File: src/rtl/riscv_fetch.sv
// Instruction fetch stage: PC, request/grant fetch port, response FIFO and valid/ready head.
// Optional misaligned-redirect detection is enabled with `define RISCV_FETCH_ALIGN_CHECK_EN.
module riscv_fetch #(
   parameter int                     BUS_WIDTH = 32,
   parameter logic [BUS_WIDTH-1:0]   RESET_PC  = '0,
   parameter int                     DEPTH     = 2
) (
   input  logic                 i_CLK,
   input  logic                 i_RSTn,
   output logic                 o_IMEM_REQ,
   output logic [BUS_WIDTH-1:0] o_IMEM_ADDR,
   input  logic                 i_IMEM_GNT,
   input  logic                 i_IMEM_RVALID,
   input  logic [BUS_WIDTH-1:0] i_IMEM_RDATA,
   input  logic                 i_REDIRECT,
   input  logic [BUS_WIDTH-1:0] i_REDIRECT_PC,
   output logic [BUS_WIDTH-1:0] o_INST,
   output logic [BUS_WIDTH-1:0] o_PC,
   output logic                 o_VALID,
   input  logic                 i_READY
`ifdef RISCV_FETCH_ALIGN_CHECK_EN
   ,
   output logic                 o_MISALIGN
`endif
);

   localparam int PTR_W = $clog2(DEPTH);
   localparam int CNT_W = PTR_W + 1;
   localparam logic [BUS_WIDTH-1:0] NOP = BUS_WIDTH'(32'h0000_0013);

   logic [BUS_WIDTH-1:0] pc_q;
   logic                 started_q;
   logic [BUS_WIDTH-1:0] inst_mem [DEPTH];
   logic [BUS_WIDTH-1:0] pc_mem   [DEPTH];
   logic [BUS_WIDTH-1:0] rq_pc    [DEPTH];
   logic [PTR_W-1:0]     rd_ptr, wr_ptr, rq_rd, rq_wr;
   logic [CNT_W-1:0]     count, pend, drop, drop_redir;
   logic [CNT_W:0]       used;
   logic                 halt, pop, gnt_fire, rsp_keep, rsp_drop, push;
   logic [BUS_WIDTH-1:0] redir_pc;

`ifdef RISCV_FETCH_ALIGN_CHECK_EN
   logic misalign_q;

   always_ff @(posedge i_CLK or negedge i_RSTn) begin
      if (!i_RSTn)         misalign_q <= 1'b0;
      else if (i_REDIRECT) misalign_q <= |i_REDIRECT_PC[1:0];
   end

   assign halt       = misalign_q;
   assign o_MISALIGN = misalign_q;
   assign redir_pc   = i_REDIRECT_PC;
`else
   assign halt       = 1'b0;
   assign redir_pc   = i_REDIRECT_PC & ~BUS_WIDTH'(3);
`endif

   assign o_VALID     = (count != '0);
   assign o_INST      = o_VALID ? inst_mem[rd_ptr] : NOP;
   assign o_PC        = o_VALID ? pc_mem[rd_ptr]   : pc_q;
   assign o_IMEM_ADDR = pc_q;

   assign pop      = o_VALID & i_READY;
   assign gnt_fire = o_IMEM_REQ & i_IMEM_GNT;
   assign rsp_keep = i_IMEM_RVALID & (drop == '0);
   assign rsp_drop = i_IMEM_RVALID & (drop != '0);
   assign push     = rsp_keep & ~i_REDIRECT;

   // A pop this cycle frees a slot, so it counts as credit; this is what
   // sustains one instruction per cycle without ever overflowing the FIFO.
   assign used = {1'b0, count} + {1'b0, pend} - (CNT_W+1)'(pop);

   // Everything still on its way back (already-dropped or not) must be discarded.
   assign drop_redir = drop + pend + CNT_W'(gnt_fire) - CNT_W'(rsp_keep) - CNT_W'(rsp_drop);

   always_comb begin
      // NOTE: give every always_comb output a default first so no latch is inferred.
      o_IMEM_REQ = 1'b0;
      if (started_q && !halt && !i_REDIRECT && (used < (CNT_W+1)'(DEPTH)))
         o_IMEM_REQ = 1'b1;
   end

   always_ff @(posedge i_CLK or negedge i_RSTn) begin
      if (!i_RSTn) begin
         // NOTE: sequential state uses non-blocking assignments only, avoiding races between flops.
         pc_q      <= RESET_PC;
         started_q <= 1'b0;
         rd_ptr    <= '0;
         wr_ptr    <= '0;
         rq_rd     <= '0;
         rq_wr     <= '0;
         count     <= '0;
         pend      <= '0;
         drop      <= '0;
      end else begin
         started_q <= 1'b1;
         if (i_REDIRECT) begin
            pc_q   <= redir_pc;
            rd_ptr <= '0;
            wr_ptr <= '0;
            rq_rd  <= '0;
            rq_wr  <= '0;
            count  <= '0;
            pend   <= '0;
            drop   <= drop_redir;
         end else begin
            if (gnt_fire) begin
               pc_q  <= pc_q + BUS_WIDTH'(4);
               rq_wr <= rq_wr + PTR_W'(1);
            end
            if (push) begin
               wr_ptr <= wr_ptr + PTR_W'(1);
               rq_rd  <= rq_rd + PTR_W'(1);
            end
            if (pop)      rd_ptr <= rd_ptr + PTR_W'(1);
            if (rsp_drop) drop   <= drop - CNT_W'(1);
            pend  <= pend + CNT_W'(gnt_fire) - CNT_W'(rsp_keep);
            count <= count + CNT_W'(push) - CNT_W'(pop);
         end
      end
   end

   // NOTE: storage arrays are not reset; pointers and counts decide which entries are live.
   always_ff @(posedge i_CLK) begin
      if (gnt_fire) rq_pc[rq_wr] <= pc_q;
      if (push) begin
         inst_mem[wr_ptr] <= i_IMEM_RDATA;
         pc_mem[wr_ptr]   <= rq_pc[rq_rd];
      end
   end

endmodule
File: config.mk
export PLATFORM = sky130hd
export DESIGN_NAME = riscv_fetch
export DESIGN_NICKNAME = d
export VERILOG_FILES = /design/src/rtl/riscv_fetch.sv
export SDC_FILE = /design/constraint.sdc
export NUM_CORES = 1
export LEC_CHECK = 0
export BUFFER_PORTS_ARGS = -buffer_cell sky130_fd_sc_hd__buf_2
export CORE_MARGIN = 10
export CORE_UTILIZATION = 40
export DETAILED_ROUTE_END_ITERATION = 10
export GPL_TIMING_DRIVEN = 0
export MAX_ROUTING_LAYER = met4
export RECOVER_POWER = 25
export SLEW_MARGIN = 10
export SYNTH_ARGS = -nofsm -noshare
export SYNTH_HDL_FRONTEND = slang
export SYNTH_SLANG_ARGS = --single-unit
File: constraint.sdc
create_clock -name i_CLK -period 5.2 [get_ports i_CLK]
set_clock_uncertainty 0.15 [all_clocks]
set_input_delay 0.52 -clock i_CLK [delete_from_list [all_inputs] [get_ports i_CLK]]
set_output_delay 0.52 -clock i_CLK [all_outputs]
set_load 0.01 [all_outputs]
==> results of run 1 <==
-- per-layer routing --
layer	global-route usage (%)	wire length, µm
met1	21.5	11200
met2	23.8	11000
met3	3.73	1790
met5	-	0
met4	4.42	561
-- where the power goes --
part | total, mW | internal (mW) | switching (mW)
clock | 1.66 | 0.994 | 0.664
sequential | 2.37 | 2.20 | 0.170
combinational | 1.54 | 0.609 | 0.927
-- cell families (layout without fill, tap and decap cells) --
kind of cell / count (synthesis) / after routing / share of synthesized area [%]
compound gates: 94 / 94 / 6.34
fa+ha+maj: 11 / 11 / 1.67
buf+inv: 54 / 267 / 2.34
flops: 225 / 225 / 68.3
simple gates: 186 / 186 / 9.77
xor+xnor: 15 / 15 / 1.37
other cells: 2 / 6 / 0.0783
mux: 93 / 93 / 10.1
-- worst max-delay path by stage --
| stage | start | endpoint | slack, ps | cells past startpoint |
|---|---|---|---|---|
| 2_1_floorplan | drop[1] | inst_mem[0][0] | 910 | 5 |
| 3_3_place_gp | i_REDIRECT | inst_mem[0][17] | -1360 | 4 |
| 3_5_place_dp | count[0] | rq_pc[1][16] | 360 | 12 |
| 4_1_cts | count[0] | rq_pc[1][4] | 350 | 12 |
| 5_1_grt | count[0] | rq_pc[1][9] | 420 | 12 |
| 6_report | count[0] | rq_pc[1][2] | 710 | 12 |
-- registers in the layout, indices dropped and copies added (netlist names) --
name,flops
pc_mem,60
rq_pc,60
drop,2
started_q,1
rq_wr,1
inst_mem,64
pend,2
rd_ptr,1
o_IMEM_ADDR,30
rq_rd,1
count,2
wr_ptr,1
-- stage by stage --
stage               TNS, ps  cell area, µm²  hold WS, ps  worst slack, ps  util, %
detailed placement        0           11000          349              364     46.6
floorplan                 0            9600         74.4              915        -
global placement    -205590           10800          341            -1360     45.9
CTS                       0           11700         20.1              352     49.9
global route              0           11700         27.5              417     49.9
finish                    0           11700         42.5              707     49.9
-- area by class of cell --
type / instances / area (µm²) / share of cell area (%)
Tap cell: 319 / 399 / 3.40
Antenna cell: 1 / 2.50 / 0.0213
Clock buffer: 39 / 678 / 5.78
Multi-Input combinational cell: 404 / 2850 / 24.3
Buffer: 36 / 156 / 1.33
Clock inverter: 7 / 90.1 / 0.767
Inverter: 18 / 67.6 / 0.575
Timing Repair Buffer: 167 / 947 / 8.07
Sequential cell: 225 / 6550 / 55.8
-- repair_timing --
item | 4_1_cts | 5_1_grt
endpoints found under the setup margin | 0 | 16
hold buffers | 0 | 0
resized for setup | 0 | 1
-- critical path: cells and delay by family (launching register included) --
kind                     cells  cell delay, ps
adder cells (fa/ha/maj)      1             540
AND/OR/NAND/NOR              6            1750
flip-flops                   1             410
buffers and inverters        5            1320
-- cell usage in the layout, fill, tap and decap left out, types with 4 or more instances in the layout --
cell	n
a21o_1	4
a21oi_1	6
a221o_1	8
and2_1	4
and3_1	4
buf_1	9
buf_16	4
buf_2	159
buf_4	4
clkbuf_1	39
clkbuf_16	25
conb_1	5
dfrtp_1	41
edfxtp_1	184
ha_1	8
inv_1	17
mux2_2	30
mux2i_1	63
nand2_1	68
nand3_1	12
nand3b_1	4
nand4_1	10
nor2_1	47
nor2b_1	5
nor3_1	6
o211ai_1	9
o21ai_0	49
o311ai_0	7
xnor2_1	9
xor2_1	6
==> flow_metrics.tcl, run 1 <==
set metrics [dict create \
    io_buffers 161 \
    worstMarginPinSlew_ps 2380 \
    vias 6249 \
    hp-start "i_IMEM_RDATA[8]" \
    max_stage_delay_ps 570 \
    fmax_mhz 223 \
    grt_max_degree 42 \
    synth_top_cell_by_area "edfxtp_1" \
    cts_root_buffer "clkbuf_16" \
    worst-path-max-fanout 16 \
    die_h_um 175 \
    routedWlPerCell_um 20.2 \
    antenna_found_initial 0 \
    start_kind "register" \
    crit_chain "nor2_2 > inv_1 > nand2_1 > nor2_1 > fa_1 > nand4b_1 > or2_1 > buf_2 > inv_2 > buf_2 > and2_2 > buf_16" \
    start_util_pct 40.7 \
    final_antenna_net_count 0 \
    postCtsSetupRepairBufs 0 \
    synth_area_per_cell_um2 14.1 \
    drt-pass1-iter-count 5 \
    n_fill_cell 2127 \
    grt_pass1_vias 6345 \
    p_total_mw 5.56 \
    drive_gt1_share_pct 27.6 \
    gr-total-overflow 0 \
    synth_top_area_share_pct 57.6 \
    grt_usage_pct 16.0 \
    yosys-top-cells-area "edfxtp_1 (58%), dfrtp_1 (11%), mux2i_1 (6.6%)" \
    r2r_end "rq_pc[1][2]" \
    slew_violations 42 \
    numCtsBuffers 25 \
    via_per_inst 5.14 \
    ys_ff_latch 225 \
    cts_max_level 1 \
    fp.dieW_um 175 \
    clk_pin_slew_worst_paths_ps 60 \
    fin_cells 1216 \
    cp_common_cell "buf_2" \
    ys_types 54 \
    clockBufferDepth 3 \
    grt_first_pass_wirelength_um 37400 \
    setup-violations-final 0 \
    synth_top_flop_cell "edfxtp_1" \
    ys_warn_count 0 \
    cap_viol_max_count 1 \
    synth_async_sr_flop_share_pct 18.2 \
    min_period_ps 4490 \
    layout_worst_path_cycle_share_pct 86.4 \
    area_delta_synth_final_pct 22.5 \
    synthCells 680 \
    rrSetupSlack_ps 710 \
    dr.first_iter.drc_count 495 \
    yosys-top-cells-count "edfxtp_1 (184), nand2_1 (68), mux2i_1 (63)" \
    gp_congestion 0.844 \
    whs_path_depth 1 \
    synth-edff-count 184 \
    crit_arrival_ps 4560 \
    p_per_area_nw_per_um2 474 \
    dp_cells 1169 \
    syn_area_um2 9590 \
    insertion_delay_ps 520 \
    timing.rr.start "count[0]" \
    wl_um 24500 \
    crit_slowest_cell "nor2_2" \
    clock-sinks 225 \
    min_to "inst_mem[0][8]" \
    ys_seq_area_share_pct 68.3 \
    hpwl_um 17100 \
    ir_drop_mv 0.184 \
    status "finished, violations left" \
    grt_setup_unrepaired "no" \
    finalHoldViolCount 0 \
    holdCritPathClass "input port to register" \
    num_io_pins 168 \
    fp.coreArea_um2 23500 \
    yosysMostFrequentCell "edfxtp_1" \
    p_leak_nw 4.41 \
    violations "max-capacitance violations, max-slew violations" \
    reg2regPathDepth 12 \
    slew_headroom_pct -58.6 \
    placementRows 56 \
    die_area_um2 30600 \
    setup.worst_path.end_class "register" \
    cp.required_ps 5270 \
    tritoncts "built" \
    crit_type "register to register" \
    drc 0 \
    final_nets 958 \
]
Power figures use the tool's default switching activity.
==> run 2: changes to the inputs <==
--- a/config.mk
+++ b/config.mk
@@ -7,10 +7,11 @@
 export LEC_CHECK = 0
 export BUFFER_PORTS_ARGS = -buffer_cell sky130_fd_sc_hd__buf_2
 export CORE_MARGIN = 10
-export CORE_UTILIZATION = 40
+export CORE_UTILIZATION = 45
 export DETAILED_ROUTE_END_ITERATION = 10
 export GPL_TIMING_DRIVEN = 0
 export MAX_ROUTING_LAYER = met4
+export PLACE_DENSITY = 0.66
 export RECOVER_POWER = 25
 export SLEW_MARGIN = 10
 export SYNTH_ARGS = -nofsm -noshare
==> run 2 against run 1 <==
The run still ends with max-capacitance violations, max-slew violations left. Combinational power is essentially flat. Worst setup slack lost 120 ps. Clock power down 8%. Sequential power about the same. Register-to-register slack got worse by 120 ps. Global-route usage increased by 1.1 points. Maximum frequency shrank 2.6%. First-iteration DRC count decreased by 0.81%. Routed wire length is 3.8% lower. Via count increased by 0.11%. Non-clock buffer count unchanged. Count of clock-buffer cells in the layout decreased by 8. Critical endpoint is now rq_pc[1][17].
==> flow_metrics.tcl, run 2 (synthesis results as in run 1) <==
set metrics [dict create \
    grt_pass1_vias 6407 \
    clockBufferDepth 3 \
    slew_headroom_pct -65.9 \
    worst-path-max-fanout 16 \
    drt-pass1-iter-count 5 \
    routedWlPerCell_um 20.2 \
    tns_ps 0 \
    grt_usage_pct 17.1 \
    num_io_pins 168 \
    reg2regPathDepth 12 \
    fp.coreArea_um2 21000 \
    whs_path_depth 1 \
    setup-violations-final 0 \
    min_period_ps 4620 \
    grt_max_degree 42 \
    top_register "inst_mem" \
    area_delta_synth_final_pct 21.2 \
    die_area_um2 27500 \
    insertion_delay_ps 500 \
    final_nets 956 \
    grt_setup_unrepaired "no" \
    die_h_um 166 \
    via_per_inst 5.37 \
    slew_violations 42 \
    fp.dieW_um 166 \
    dr.first_iter.drc_count 491 \
    cp.required_ps 5260 \
    placementRows 53 \
    gp_congestion 0.828 \
    numCtsBuffers 23 \
    fmax_mhz 217 \
    multi_input_area_um2 2850 \
    final_util_pct 55.3 \
    start_util_pct 45.6 \
    start_kind "register" \
    antenna_found_initial 0 \
    crit_arrival_ps 4670 \
    largest_registers "inst_mem: 64 flops, pc_mem: 60 flops, rq_pc: 60 flops" \
    vias 6256 \
    postCtsSetupRepairBufs 0 \
    clock-sinks 225 \
    diodes 0 \
    cap_viol_max_count 1 \
    grt_first_pass_wirelength_um 36900 \
    finalHoldViolCount 0 \
    holdCritPathClass "input port to register" \
    holdBufCountCts 0 \
    layout_worst_path_cycle_share_pct 88.8 \
    drive_gt1_share_pct 27.4 \
    clk_pin_slew_worst_paths_ps 60 \
    hpwl_um 16800 \
    violations "max-capacitance violations, max-slew violations" \
    drc 0 \
    setup.worst_path.end_class "register" \
    gr-total-overflow 0 \
    ir_drop_mv 0.220 \
    layout.cells.most_common "edfxtp_1" \
    cts_max_level 1 \
    n_fill_cell 1800 \
    final_cell_mix "edfxtp_1 (184), buf_2 (158), nand2_1 (68), mux2i_1 (63), o21ai_0 (49)" \
    wl_um 23600 \
    seqCellArea_um2 6550 \
    final_antenna_net_count 0 \
    p_leak_nw 4.38 \
    p_per_area_nw_per_um2 465 \
    cts_resized 0 \
    io_buffers 161 \
    worstMarginPinSlew_ps 2490 \
    status "finished, violations left" \
    cts_root_buffer "clkbuf_16" \
    largest_reg_flops 64 \
    tritoncts "built" \
    crit_type "register to register" \
]
[run 2: cell count changes in the layout (fill, tap and decap cells not counted), sizes merged]
cell and delta:
clkbuf -7, clkinv +6, buf -1, bufinv -1, clkinvlp -1, diode -1
inv -1
[run 2: worst max-delay path: stages (launching register included)]
cell and delay, ps:
dfrtp_1 420, nor2_1 710, inv_1 390, nand2_1 250
nor2_1 80, fa_1 530, nand4b_1 80, or2_1 230
buf_2 190, inv_2 190, buf_2 310, and2_2 530
buf_16 220
[run 2: worst paths after layout]
check,to,from,slack [ps]
setup / recovery,rq_pc[1][17],count[0],580
hold / removal,inst_mem[0][7],i_IMEM_RDATA[7],60
setup reg to reg,rq_pc[1][17],count[0],580
hold reg to reg,rq_pc[0][10],o_IMEM_ADDR[10],360
max in group asynchronous,o_IMEM_ADDR[18],i_RSTn,2850
min in group asynchronous,wr_ptr,i_RSTn,640
[run 2: power by group]
group | switching, mW | leakage [nW] | total, mW | internal (mW)
registers | 0.167 | 2.17 | 2.36 | 2.20
clock network | 0.635 | 0.346 | 1.53 | 0.900
logic | 0.902 | 1.86 | 1.51 | 0.604
total | 1.70 | 4.38 | 5.41 | 3.70
[run 2: final cells by class]
class / count / area share (%)
flip-flops and latches: 225 / 56.4
plain buffers: 36 / 1.35
inverters: 18 / 0.582
clock buffers: 31 / 5.47
multi-input cells: 404 / 24.5
clock inverters: 10 / 0.582
well taps: 275 / 2.96
repair buffers: 167 / 8.14
[run 2: through the flow]
| stage | cells | cell area, µm² | worst slack (ps) | total power, mW | hold slack, ps |
|---|---|---|---|---|---|
| final | 1166 | 11600 | 585 | 5.41 | 56.2 |
| after global routing | 1166 | 11600 | 269 | 5.73 | 41.7 |
| after CTS | 1166 | 11600 | 545 | 5.48 | 39.0 |
| after detailed placement | 1125 | 10900 | 562 | 3.93 | 338 |
| after global placement | 1119 | 10700 | -1200 | 3.88 | 340 |
| after floorplan | 683 | 9600 | 915 | 3.30 | 74.4 |
[run 2: layer usage]
metal	GRT usage (%)	up-vias	share of wire, %
met5	-	-	0
met4	5.05	0	2.5
met3	2.84	42	5.6
met2	26.1	224	46
met1	23.1	3061	46
li1	-	2929	-
